==> src/rtl/spi_pkg.sv <==
// Shared SPI definitions for the board-level master and slave endpoints.
package spi_pkg;

  localparam int unsigned DATA_W_DEFAULT = 8;

  // SPI modes encoded as {CPOL, CPHA}.
  localparam logic [1:0] SPI_MODE0 = 2'b00;
  localparam logic [1:0] SPI_MODE1 = 2'b01;
  localparam logic [1:0] SPI_MODE2 = 2'b10;
  localparam logic [1:0] SPI_MODE3 = 2'b11;

  typedef logic [0:0] spi_state_t;
  localparam spi_state_t IDLE  = 1'b0;
  localparam spi_state_t SHIFT = 1'b1;

endpackage

==> src/rtl/spi_slave_rx_tx_if.sv <==
// Byte-level local bus of the SPI slave. SPI_SLAVE_OVERRUN_EN adds rx_ack/rx_overrun.
interface spi_slave_rx_tx_if import spi_pkg::*; #(
  parameter int unsigned DATA_W = DATA_W_DEFAULT
) ();

  logic [DATA_W-1:0] tx_data;
  logic              tx_load;
  logic              tx_ready;
  logic [DATA_W-1:0] rx_data;
  logic              rx_valid;
  logic              busy;

`ifdef SPI_SLAVE_OVERRUN_EN
  logic rx_ack;
  logic rx_overrun;

  modport slave (
    input  tx_data, tx_load, rx_ack,
    output tx_ready, rx_data, rx_valid, busy, rx_overrun
  );
  modport master (
    output tx_data, tx_load, rx_ack,
    input  tx_ready, rx_data, rx_valid, busy, rx_overrun
  );
`else
  modport slave (
    input  tx_data, tx_load,
    output tx_ready, rx_data, rx_valid, busy
  );
  modport master (
    output tx_data, tx_load,
    input  tx_ready, rx_data, rx_valid, busy
  );
`endif

endinterface

==> src/rtl/spi_sync_edge.sv <==
// Multi-stage synchroniser for an asynchronous pin with rise/fall pulses from the last two samples.
module spi_sync_edge import spi_pkg::*; #(
  parameter int unsigned SYNC_STAGES = 2,
  parameter bit          RESET_VAL   = 1'b0
) (
  input  logic clk,
  input  logic rst,
  input  logic d_i,
  output logic q_o,
  output logic rise_o,
  output logic fall_o
);

  logic [SYNC_STAGES-1:0] sync_q, sync_d;
  logic                   prev_q, prev_d;

  always_comb begin
    sync_d = {sync_q[SYNC_STAGES-2:0], d_i};
    prev_d = sync_q[SYNC_STAGES-1];
  end

  always_ff @(posedge clk) begin
    if (!rst) begin
      sync_q <= {SYNC_STAGES{RESET_VAL}};
      prev_q <= RESET_VAL;
    end else begin
      sync_q <= sync_d;
      prev_q <= prev_d;
    end
  end

  assign q_o    = sync_q[SYNC_STAGES-1];
  assign rise_o = q_o & ~prev_q;
  assign fall_o = ~q_o & prev_q;

endmodule

==> src/rtl/spi_slave_rx_tx.sv <==
// SPI slave: oversampled pins, MSB-first rx/tx shifting, byte-level local bus.
// Define SPI_SLAVE_OVERRUN_EN to add rx_ack/rx_overrun pending tracking.
module spi_slave_rx_tx import spi_pkg::*; #(
  parameter int unsigned DATA_W      = DATA_W_DEFAULT,
  parameter bit          CPOL        = 1'b0,
  parameter bit          CPHA        = 1'b0,
  parameter int unsigned SYNC_STAGES = 2
) (
  input  logic                     clk,
  input  logic                     rst,
  input  logic                     sck_in,
  input  logic                     ss_n_in,
  input  logic                     mosi_in,
  output logic                     miso_out,
  output logic                     miso_oe,
  spi_slave_rx_tx_if.slave         bus
);

  localparam int unsigned CntW = $clog2(DATA_W);

  logic sck_rise, sck_fall, sck_s_unused;
  logic ss_s, ss_rise, ss_fall;
  logic mosi_s, mosi_rise_unused, mosi_fall_unused;

  spi_sync_edge #(.SYNC_STAGES(SYNC_STAGES), .RESET_VAL(CPOL)) u_sync_sck (
    .clk(clk), .rst(rst), .d_i(sck_in),
    .q_o(sck_s_unused), .rise_o(sck_rise), .fall_o(sck_fall)
  );
  spi_sync_edge #(.SYNC_STAGES(SYNC_STAGES), .RESET_VAL(1'b1)) u_sync_ss (
    .clk(clk), .rst(rst), .d_i(ss_n_in),
    .q_o(ss_s), .rise_o(ss_rise), .fall_o(ss_fall)
  );
  spi_sync_edge #(.SYNC_STAGES(SYNC_STAGES), .RESET_VAL(1'b0)) u_sync_mosi (
    .clk(clk), .rst(rst), .d_i(mosi_in),
    .q_o(mosi_s), .rise_o(mosi_rise_unused), .fall_o(mosi_fall_unused)
  );

  logic lead_edge, trail_edge, sample_edge, shift_edge;
  assign lead_edge   = CPOL ? sck_fall : sck_rise;
  assign trail_edge  = CPOL ? sck_rise : sck_fall;
  assign sample_edge = CPHA ? trail_edge : lead_edge;
  assign shift_edge  = CPHA ? lead_edge : trail_edge;

  spi_state_t        state_q, state_d;
  logic [CntW-1:0]   cnt_q, cnt_d;
  // MSB of an in-flight byte is never needed: completion takes {rx_shift_q, mosi_s}.
  logic [DATA_W-2:0] rx_shift_q, rx_shift_d;
  logic [DATA_W-1:0] tx_shift_q, tx_shift_d;
  logic [DATA_W-1:0] hold_q, hold_d;
  logic              hold_full_q, hold_full_d;
  logic [DATA_W-1:0] rx_data_q, rx_data_d;
  logic              rx_valid_q, rx_valid_d;
  logic              miso_q, miso_d;
  logic              first_q, first_d;
  logic [DATA_W-1:0] reload_val;

`ifdef SPI_SLAVE_OVERRUN_EN
  logic pending_q, pending_d;
  logic overrun_q, overrun_d;
`endif

  assign reload_val = hold_full_q ? hold_q : '0;

  always_comb begin
    state_d     = state_q;
    cnt_d       = cnt_q;
    rx_shift_d  = rx_shift_q;
    tx_shift_d  = tx_shift_q;
    hold_d      = hold_q;
    hold_full_d = hold_full_q;
    rx_data_d   = rx_data_q;
    rx_valid_d  = 1'b0;
    miso_d      = miso_q;
    first_d     = first_q;
`ifdef SPI_SLAVE_OVERRUN_EN
    pending_d   = pending_q & ~bus.rx_ack;
    overrun_d   = 1'b0;
`endif

    if (state_q == IDLE) begin
      if (ss_fall) begin
        state_d     = SHIFT;
        cnt_d       = '0;
        rx_shift_d  = '0;
        tx_shift_d  = reload_val;
        hold_full_d = 1'b0;
        first_d     = 1'b1;
        miso_d      = CPHA ? 1'b0 : reload_val[DATA_W-1];
      end
    end else if (ss_rise) begin
      // Abort or normal end: drop any partial byte, keep the holding register.
      state_d    = IDLE;
      cnt_d      = '0;
      rx_shift_d = '0;
      miso_d     = 1'b0;
      first_d    = 1'b0;
    end else begin
      if (sample_edge) begin
        rx_shift_d = {rx_shift_q[DATA_W-3:0], mosi_s};
        if (cnt_q == CntW'(DATA_W - 1)) begin
          rx_data_d  = {rx_shift_q, mosi_s};
          rx_valid_d = 1'b1;
          cnt_d      = '0;
`ifdef SPI_SLAVE_OVERRUN_EN
          overrun_d  = pending_q & ~bus.rx_ack;
          pending_d  = 1'b1;
`endif
        end else begin
          cnt_d = cnt_q + CntW'(1);
        end
      end
      if (shift_edge) begin
        if (cnt_q == '0 && !first_q) begin
          tx_shift_d  = reload_val;
          hold_full_d = 1'b0;
          miso_d      = reload_val[DATA_W-1];
        end else if (first_q && CPHA) begin
          miso_d = tx_shift_q[DATA_W-1];
        end else begin
          tx_shift_d = {tx_shift_q[DATA_W-2:0], 1'b0};
          miso_d     = tx_shift_q[DATA_W-2];
        end
        first_d = 1'b0;
      end
    end

    // Evaluated after any reload so a same-cycle load lands behind the consumed value.
    if (bus.tx_load && !hold_full_d) begin
      hold_d      = bus.tx_data;
      hold_full_d = 1'b1;
    end
  end

  always_ff @(posedge clk) begin
    if (!rst) begin
      state_q     <= IDLE;
      cnt_q       <= '0;
      rx_shift_q  <= '0;
      tx_shift_q  <= '0;
      hold_q      <= '0;
      hold_full_q <= 1'b0;
      rx_data_q   <= '0;
      rx_valid_q  <= 1'b0;
      miso_q      <= 1'b0;
      first_q     <= 1'b0;
`ifdef SPI_SLAVE_OVERRUN_EN
      pending_q   <= 1'b0;
      overrun_q   <= 1'b0;
`endif
    end else begin
      state_q     <= state_d;
      cnt_q       <= cnt_d;
      rx_shift_q  <= rx_shift_d;
      tx_shift_q  <= tx_shift_d;
      hold_q      <= hold_d;
      hold_full_q <= hold_full_d;
      rx_data_q   <= rx_data_d;
      rx_valid_q  <= rx_valid_d;
      miso_q      <= miso_d;
      first_q     <= first_d;
`ifdef SPI_SLAVE_OVERRUN_EN
      pending_q   <= pending_d;
      overrun_q   <= overrun_d;
`endif
    end
  end

  assign miso_out     = miso_q;
  assign miso_oe      = ~ss_s;
  assign bus.tx_ready = ~hold_full_q;
  assign bus.rx_data  = rx_data_q;
  assign bus.rx_valid = rx_valid_q;
  assign bus.busy     = (state_q == SHIFT);
`ifdef SPI_SLAVE_OVERRUN_EN
  assign bus.rx_overrun = overrun_q;
`endif

endmodule

==> src/flat_wrapper.sv <==
// flat-port wrapper written by rule: the top's interface ports become plain ports
module spi_slave_rx_tx_flat import spi_pkg::*;
#(
  parameter int unsigned DATA_W      = DATA_W_DEFAULT,
  parameter bit          CPOL        = 1'b0,
  parameter bit          CPHA        = 1'b0,
  parameter int unsigned SYNC_STAGES = 2
)
  (clk, rst, sck_in, ss_n_in, mosi_in, miso_out, miso_oe, bus_tx_data, bus_tx_load, bus_tx_ready, bus_rx_data, bus_rx_valid, bus_busy);
  spi_slave_rx_tx_if #(.DATA_W(DATA_W)) bus_i ();
  input  logic clk;
  input  logic rst;
  input  logic sck_in;
  input  logic ss_n_in;
  input  logic mosi_in;
  output logic miso_out;
  output logic miso_oe;
  input wire logic [$bits(bus_i.tx_data)-1:0] bus_tx_data;
  input wire logic [$bits(bus_i.tx_load)-1:0] bus_tx_load;
  output wire logic [$bits(bus_i.tx_ready)-1:0] bus_tx_ready;
  output wire logic [$bits(bus_i.rx_data)-1:0] bus_rx_data;
  output wire logic [$bits(bus_i.rx_valid)-1:0] bus_rx_valid;
  output wire logic [$bits(bus_i.busy)-1:0] bus_busy;
  assign bus_i.tx_data = bus_tx_data;
  assign bus_i.tx_load = bus_tx_load;
  assign bus_tx_ready = bus_i.tx_ready;
  assign bus_rx_data = bus_i.rx_data;
  assign bus_rx_valid = bus_i.rx_valid;
  assign bus_busy = bus_i.busy;
  spi_slave_rx_tx #(.DATA_W(DATA_W), .CPOL(CPOL), .CPHA(CPHA), .SYNC_STAGES(SYNC_STAGES)) u_core (.clk(clk), .rst(rst), .sck_in(sck_in), .ss_n_in(ss_n_in), .mosi_in(mosi_in), .miso_out(miso_out), .miso_oe(miso_oe), .bus(bus_i));
endmodule
==> config.mk <==
export PLATFORM = sky130hd
export DESIGN_NAME = spi_slave_rx_tx_flat
export DESIGN_NICKNAME = d
export VERILOG_FILES = /design/src/rtl/spi_pkg.sv /design/src/rtl/spi_slave_rx_tx_if.sv /design/src/rtl/spi_sync_edge.sv /design/src/rtl/spi_slave_rx_tx.sv /design/src/flat_wrapper.sv
export SDC_FILE = /design/constraint.sdc
export NUM_CORES = 1
export LEC_CHECK = 0
export ABC_AREA = 1
export CORE_MARGIN = 2
export CORE_UTILIZATION = 48
export DETAILED_ROUTE_END_ITERATION = 8
export PLACE_DENSITY = 0.74
export RECOVER_POWER = 25
export SYNTH_ARGS = -nofsm -noshare
export SYNTH_HDL_FRONTEND = slang
export SYNTH_SLANG_ARGS = --single-unit
==> constraint.sdc <==
create_clock -name clk -period 1.2 [get_ports clk]
set_input_delay 0.36 -clock clk [delete_from_list [all_inputs] [get_ports clk]]
set_output_delay 0.36 -clock clk [all_outputs]
set_load 0.005 [all_outputs]
==> results.yml, run 1 <==
run_status:
  status: "finished, violations left"
  violations: "negative setup slack"
worst_setup_path:
  criticalPathCategory: "reg -> reg"
  cp_slowest_cell: "dfxtp_1"
  critical_path.endpoint_type: "flip-flop"
  slowest_delay_ns: 0.48
  cp_cell_sequence: "nand2_1, nor2_4, nand2_4, nand2_4, nand3_1, nand2_1, nor2_1"
  path_delay_family: "simple AND/OR/NAND/NOR gates"
  required_ns: 1.40
  cp.arrival_ns: 1.56
  crit_buf_inv: 0
  worstPathMaxFanout: 4
  setup.worst_path.start_class: "flip-flop"
power:
  ir_drop_v: 0.0008038
  power_leakage_nw: 1.278
  powerDensity_nw_per_um2: 1151
  power_w: 0.003481
die:
  rows: 22
  dieArea_um2: 4498
  start_util: 0.5100
  die_w_um: 67.07
  core_region_area_um2: 3744
  io_pins: 27
  die_h_um: 67.07
placement:
  io_buffers: 26
  routabilityCongestion: 0.8111
  place_hpwl_um: 2860
  placed_cell_area_um2: 2401
grt:
  use_met2: 0.4109
  grt_util_met1: 0.2736
  grt_pass1_wl_um: 7879
  met3_usage: 0.05405
  grt_pass1_vias: 1794
  busiest_layer: "met2"
  overflow: 0
  grt_max_degree: 28
  antenna_found_initial: 0
  track_usage: 0.2339
clocking:
  clk_pin_slew_worst_paths_ns: 0.09
  clkSinkCount: 46
  cts_buffers: 5
  clock_path_buffers: 2
  cts-root-buf: "clkbuf_8"
  clock_latency_ns: 0.30
  cts_tree: "built"
  htree_levels: 2
timing:
  fin_skew_ns: 0.001593
  setup_violations: 36
  slew_headroom: 0.8194
  fmax_mhz: 736.7
  worstMarginPinSlew_ns: 0.2706
  timing.final.crit_share: 1.131
  rsz0062_at_grt: "true"
  fin_crit_ns: 1.357
  hold_viol: 0
  drv_slew: 0
  setup_ws_ns: -0.1573
run:
  max_cap_viol_count: 0
cells_and_area:
  area_delta_synth_final_pct: 58.32
  mostFrequentLayoutCells: "dfxtp_1 (30), inv_1 (24), nor2_1 (24), nand2_1 (23), a21oi_2 (19)"
  final_nets: 325
  nFillCells: 211
  layout_commonest_cell: "dfxtp_1"
  fin_area_um2: 3023
  n_antenna_cell: 0
  layout-drive-gt1-share: 0.5146
hold_path:
  hp-class: "reg -> reg"
synth:
  yosysWarningCount: 0
  ys_seq_area_frac: 0.4823
  ys_ff_latch: 46
  synth_cells: 254
  synthDistinctLibCells: 24
  synthesis.nets: 271
  syn_area_um2: 1909
  syn_avg_cell_area_um2: 7.517
detailed_routing:
  via_per_inst: 5.591
  route.detailed.drc: 0
  num_vias: 1996
  wl_per_cell_um: 17.49
  antenna_left: 0
  finalWirelength_um: 6245
  dr.pass1.iters: 4
  drt_iter0_drc: 206
## synth_stat cells (all sizes together)
| library cell | instances | area share |
|---|---|---|
| dfxtp | 46 | 0.48 |
| nand2 | 44 | 0.10 |
| inv | 36 | 0.073 |
| nor2 | 32 | 0.066 |
| a21oi | 29 | 0.076 |
| nand3 | 28 | 0.080 |
| o21ai | 22 | 0.060 |
| buf | 9 | 0.031 |
| ha | 3 | 0.020 |
| or2 | 2 | 0.0066 |
| clkbuf | 1 | 0.0020 |
| clkinv | 1 | 0.0020 |
| nor3 | 1 | 0.0026 |
## worst paths after layout
| check | startpoint | endpoint | slack [ns] | cells after the start |
|---|---|---|---|---|
| worst max register to register | u_core.u_sync_sck.prev_q | u_core.hold_q[2] | -0.16 | 7 |
| worst min register to register | u_core.u_sync_sck.sync_q[0] | u_core.u_sync_sck.sync_q[1] | 0.42 | 2 |
| worst max-delay path | u_core.u_sync_sck.prev_q | u_core.hold_q[2] | -0.16 | 7 |
| worst min-delay path | u_core.u_sync_sck.sync_q[0] | u_core.u_sync_sck.sync_q[1] | 0.42 | 2 |
## worst min-delay path, stage by stage (launching register included)
cell and delay, ns:
dfxtp_1 0.31, nand2_1 0.05, inv_1 0.03
## cell type report
type,count,area (µm²),area share
clock buffers,5,68.82,0.02276
well taps,48,60.06,0.01987
flip-flops and latches,46,948.4,0.3137
inverters,37,171.4,0.05671
repair buffers,55,500.5,0.1656
multi-input cells,163,1229,0.4065
clock inverters,3,45.04,0.01490
## layer usage
| layer | vias to the layer above | wire (µm) |
|---|---|---|
| li1 | 919 | - |
| met1 | 957 | 2536 |
| met2 | 94 | 3089 |
| met3 | 26 | 406 |
| met4 | 0 | 213 |
| met5 | - | 0 |
## per-stage QoR
| step | setup TNS, ns | setup WS (ns) | hold WS (ns) | util | instances |
|---|---|---|---|---|---|
| floorplan | -0.05523 | -0.01121 | 0.3905 | - | 254 |
| global placement | -7.791 | -0.2446 | 0.3934 | 0.6414 | 337 |
| detailed placement | -9.079 | -0.2586 | 0.4113 | 0.6414 | 337 |
| CTS | -0.3525 | -0.03240 | 0.4282 | 0.7102 | 349 |
| global route | -3.935 | -0.2110 | 0.4267 | 0.8075 | 357 |
| finish | -2.027 | -0.1573 | 0.4182 | 0.8075 | 357 |
## report_power, final
group | internal [W] | total [W] | switching (W)
clock network | 0.000620 | 0.00119 | 0.000567
registers | 0.00160 | 0.00167 | 0.0000685
logic | 0.000275 | 0.000624 | 0.000349
## state kept, by name, indices dropped and copies added, names as in the netlist
name,flops
u_core.first_q,1
u_core.hold_q,8
u_core.miso_out,1
u_core.cnt_q,3
u_core.bus.rx_valid,1
u_core.u_sync_sck.sync_q,2
u_core.u_sync_sck.prev_q,1
u_core.rx_shift_q,7
u_core.tx_shift_q,7
u_core.u_sync_ss.sync_q,2
u_core.u_sync_ss.prev_q,1
u_core.bus.busy,1
u_core.hold_full_q,1
u_core.bus.rx_data,8
u_core.u_sync_mosi.sync_q,2
## timing repair
action,CTS,global route
cloned,3,1
setup buffers,1,7
hold buffers,0,0
pin swaps,16,21
endpoints found under the setup margin,40,45
gates resized for setup,92,106
## cells by family (layout without fill, tap and decap cells)
family | count (synthesis) | after routing | share of synthesized area
AND/OR/NAND/NOR | 107 | 109 | 0.2543
adder cells (fa/ha/maj) | 3 | 3 | 0.01966
flip-flops | 46 | 46 | 0.4823
buffers and inverters | 47 | 100 | 0.1081
AO/OA/AOI/OAI | 51 | 51 | 0.1356
Power figures use the tool's default switching activity.
==> run 2: changes to the inputs <==
Settings changed: CORE_UTILIZATION 48 to 50, CTS_BUF_LIST set to sky130_fd_sc_hd__clkbuf_4, PLACE_DENSITY 0.74 to 0.77.
==> results.yml, run 2 (synthesized netlist as in run 1, its figures left out) <==
run_status:
  status: "finished, violations left"
  violations: "negative setup slack"
worst_setup_path:
  worstPathMaxFanout: 7
  required_ns: 1.47
  r2r-end: "u_core.tx_shift_q[6]"
  r2r_cells: 9
  crit_path_end: "u_core.tx_shift_q[6]"
  cp.arrival_ns: 1.60
  startpoint: "u_core.bus.busy"
  reg2reg_slack_ns: -0.13
  r2r-start: "u_core.bus.busy"
  setup.worst_path.start_class: "flip-flop"
  criticalPathCategory: "reg -> reg"
  critical_path.endpoint_type: "flip-flop"
timing:
  fin_hold_ws_ns: 0.4253
  fin_crit_ns: 1.331
  worstMarginPinSlew_ns: 0.1816
  tns_ns: -1.532
  fin_skew_ns: 0.009281
  setup_ws_ns: -0.1307
  timing.final.crit_share: 1.109
  fmax_mhz: 751.5
  slew_headroom: 0.8785
  drv_slew: 0
  rsz0062_at_grt: "true"
  setup_violations: 34
  hold_viol: 0
power:
  p_seq_frac: 0.563
  power_switching_w: 0.0008466
  power_w: 0.002950
  p_int_w: 0.002103
  power_leakage_nw: 1.218
  powerDensity_nw_per_um2: 1051
  ir_drop_v: 0.0007161
  p_sw_frac: 0.2870
  p_comb_frac: 0.186
  p_clk_frac: 0.252
placement:
  routabilityCongestion: 0.7534
  io_buffers: 26
  place_hpwl_um: 2672
  dp.cells: 338
  dp_slack_ns: -0.2534
clocking:
  cts_tree: "built"
  cts_buffers: 5
  cts-root-buf: "clkbuf_4"
  clk_pin_slew_worst_paths_ns: 0.13
  htree_levels: 2
  ctsHoldBuffers: 0
  clock_latency_ns: 0.37
  clkSinkCount: 46
  clock_path_buffers: 2
detailed_routing:
  finalWirelength_um: 4812
  antenna_left: 0
  wl_per_cell_um: 13.37
  route.detailed.drc: 0
  via_per_inst: 5.111
  num_vias: 1840
  dr.pass1.iters: 4
  drt_iter0_drc: 133
cells_and_area:
  area_delta_synth_final_pct: 46.92
  layout-drive-gt1-share: 0.4487
  mostFrequentLayoutCells: "nand2_1 (31), dfxtp_1 (30), buf_4 (25), nor2_1 (23), inv_1 (23)"
  layout_commonest_cell: "nand2_1"
  final_cells: 360
  final_nets: 328
  n_antenna_cell: 0
die:
  rows: 22
  core_region_area_um2: 3661
  die_w_um: 65.80
  start_util: 0.5215
  io_pins: 27
  die_h_um: 65.80
  dieArea_um2: 4329
grt:
  antenna_found_initial: 0
  overflow: 0
  grt_pass1_vias: 1598
  track_usage: 0.2174
  grt_max_degree: 18
  grt_pass1_wl_um: 7100
run:
  max_cap_viol_count: 0
hold_path:
  hp-class: "reg -> reg"
-- run 2: final cells by class --
type | instances | area [µm²]
sequential | 46 | 945.9
multi-input combinational | 163 | 1071
clock inverter | 2 | 8.758
timing repair buffer | 58 | 510.5
tap | 48 | 60.06
inverter | 37 | 163.9
fill | 238 | 855.8
clock buffer | 6 | 45.04
-- run 2: timing repair --
action | CTS | global route
buffers inserted | 6 | 5
pin swaps | 11 | 12
resized for setup | 105 | 59
cloned | 3 | 0
endpoints found under the setup margin | 44 | 45
-- run 2: worst min path at each step --
stage                                        end                          from  depth (start not counted)
floorplan           u_core.u_sync_mosi.sync_q[1]  u_core.u_sync_mosi.sync_q[0]                          2
global placement     u_core.u_sync_sck.sync_q[1]   u_core.u_sync_sck.sync_q[0]                          2
detailed placement   u_core.u_sync_sck.sync_q[1]   u_core.u_sync_sck.sync_q[0]                          2
CTS                   u_core.u_sync_ss.sync_q[1]    u_core.u_sync_ss.sync_q[0]                          1
global route         u_core.u_sync_sck.sync_q[1]   u_core.u_sync_sck.sync_q[0]                          2
finish               u_core.u_sync_sck.sync_q[1]   u_core.u_sync_sck.sync_q[0]                          2
-- run 2: worst max-delay path, cell delays in order (launching register included) --
cell and delay [ns]:
dfxtp_4 0.38, buf_6 0.13, inv_8 0.05, nand2_8 0.08, nand2_4 0.06, nor2_4 0.13
buf_6 0.13, nand2_1 0.09, a21oi_2 0.13, nor2_1 0.05
-- run 2: power by group through the flow --
stage	sequential (W)	clock [W]	combinational (W)
floorplan	0.00167	0	0.000252
global placement	0.00168	0	0.000386
detailed placement	0.00168	0	0.000395
CTS	0.00165	0.000751	0.000449
global route	0.00167	0.000802	0.000597
finish	0.00166	0.000742	0.000548
-- run 2: per-layer routing --
metal,global-route usage,wire length (µm),share of wire,vias to the layer above
met4,0.1016,121,0.025,0
met1,0.2796,2218,0.46,851
li1,-,-,-,927
met5,0,0,0,-
met2,0.3497,2263,0.47,49
met3,0.04259,208,0.043,13
-- run 2: per-stage QoR --
| stage | utilization | instance area, µm² |
|---|---|---|
| 2_1_floorplan | - | 1951 |
| 3_3_place_gp | 0.6511 | 2384 |
| 3_5_place_dp | 0.6511 | 2384 |
| 4_1_cts | 0.7030 | 2574 |
| 5_1_grt | 0.7662 | 2805 |
| 6_report | 0.7662 | 2805 |
==> run 3: changes to the inputs <==
Settings changed: CTS_CLUSTER_DIAMETER set to 40.
==> results of run 3 <==
Final layout, timing and power as in run 2 (identical DEF).
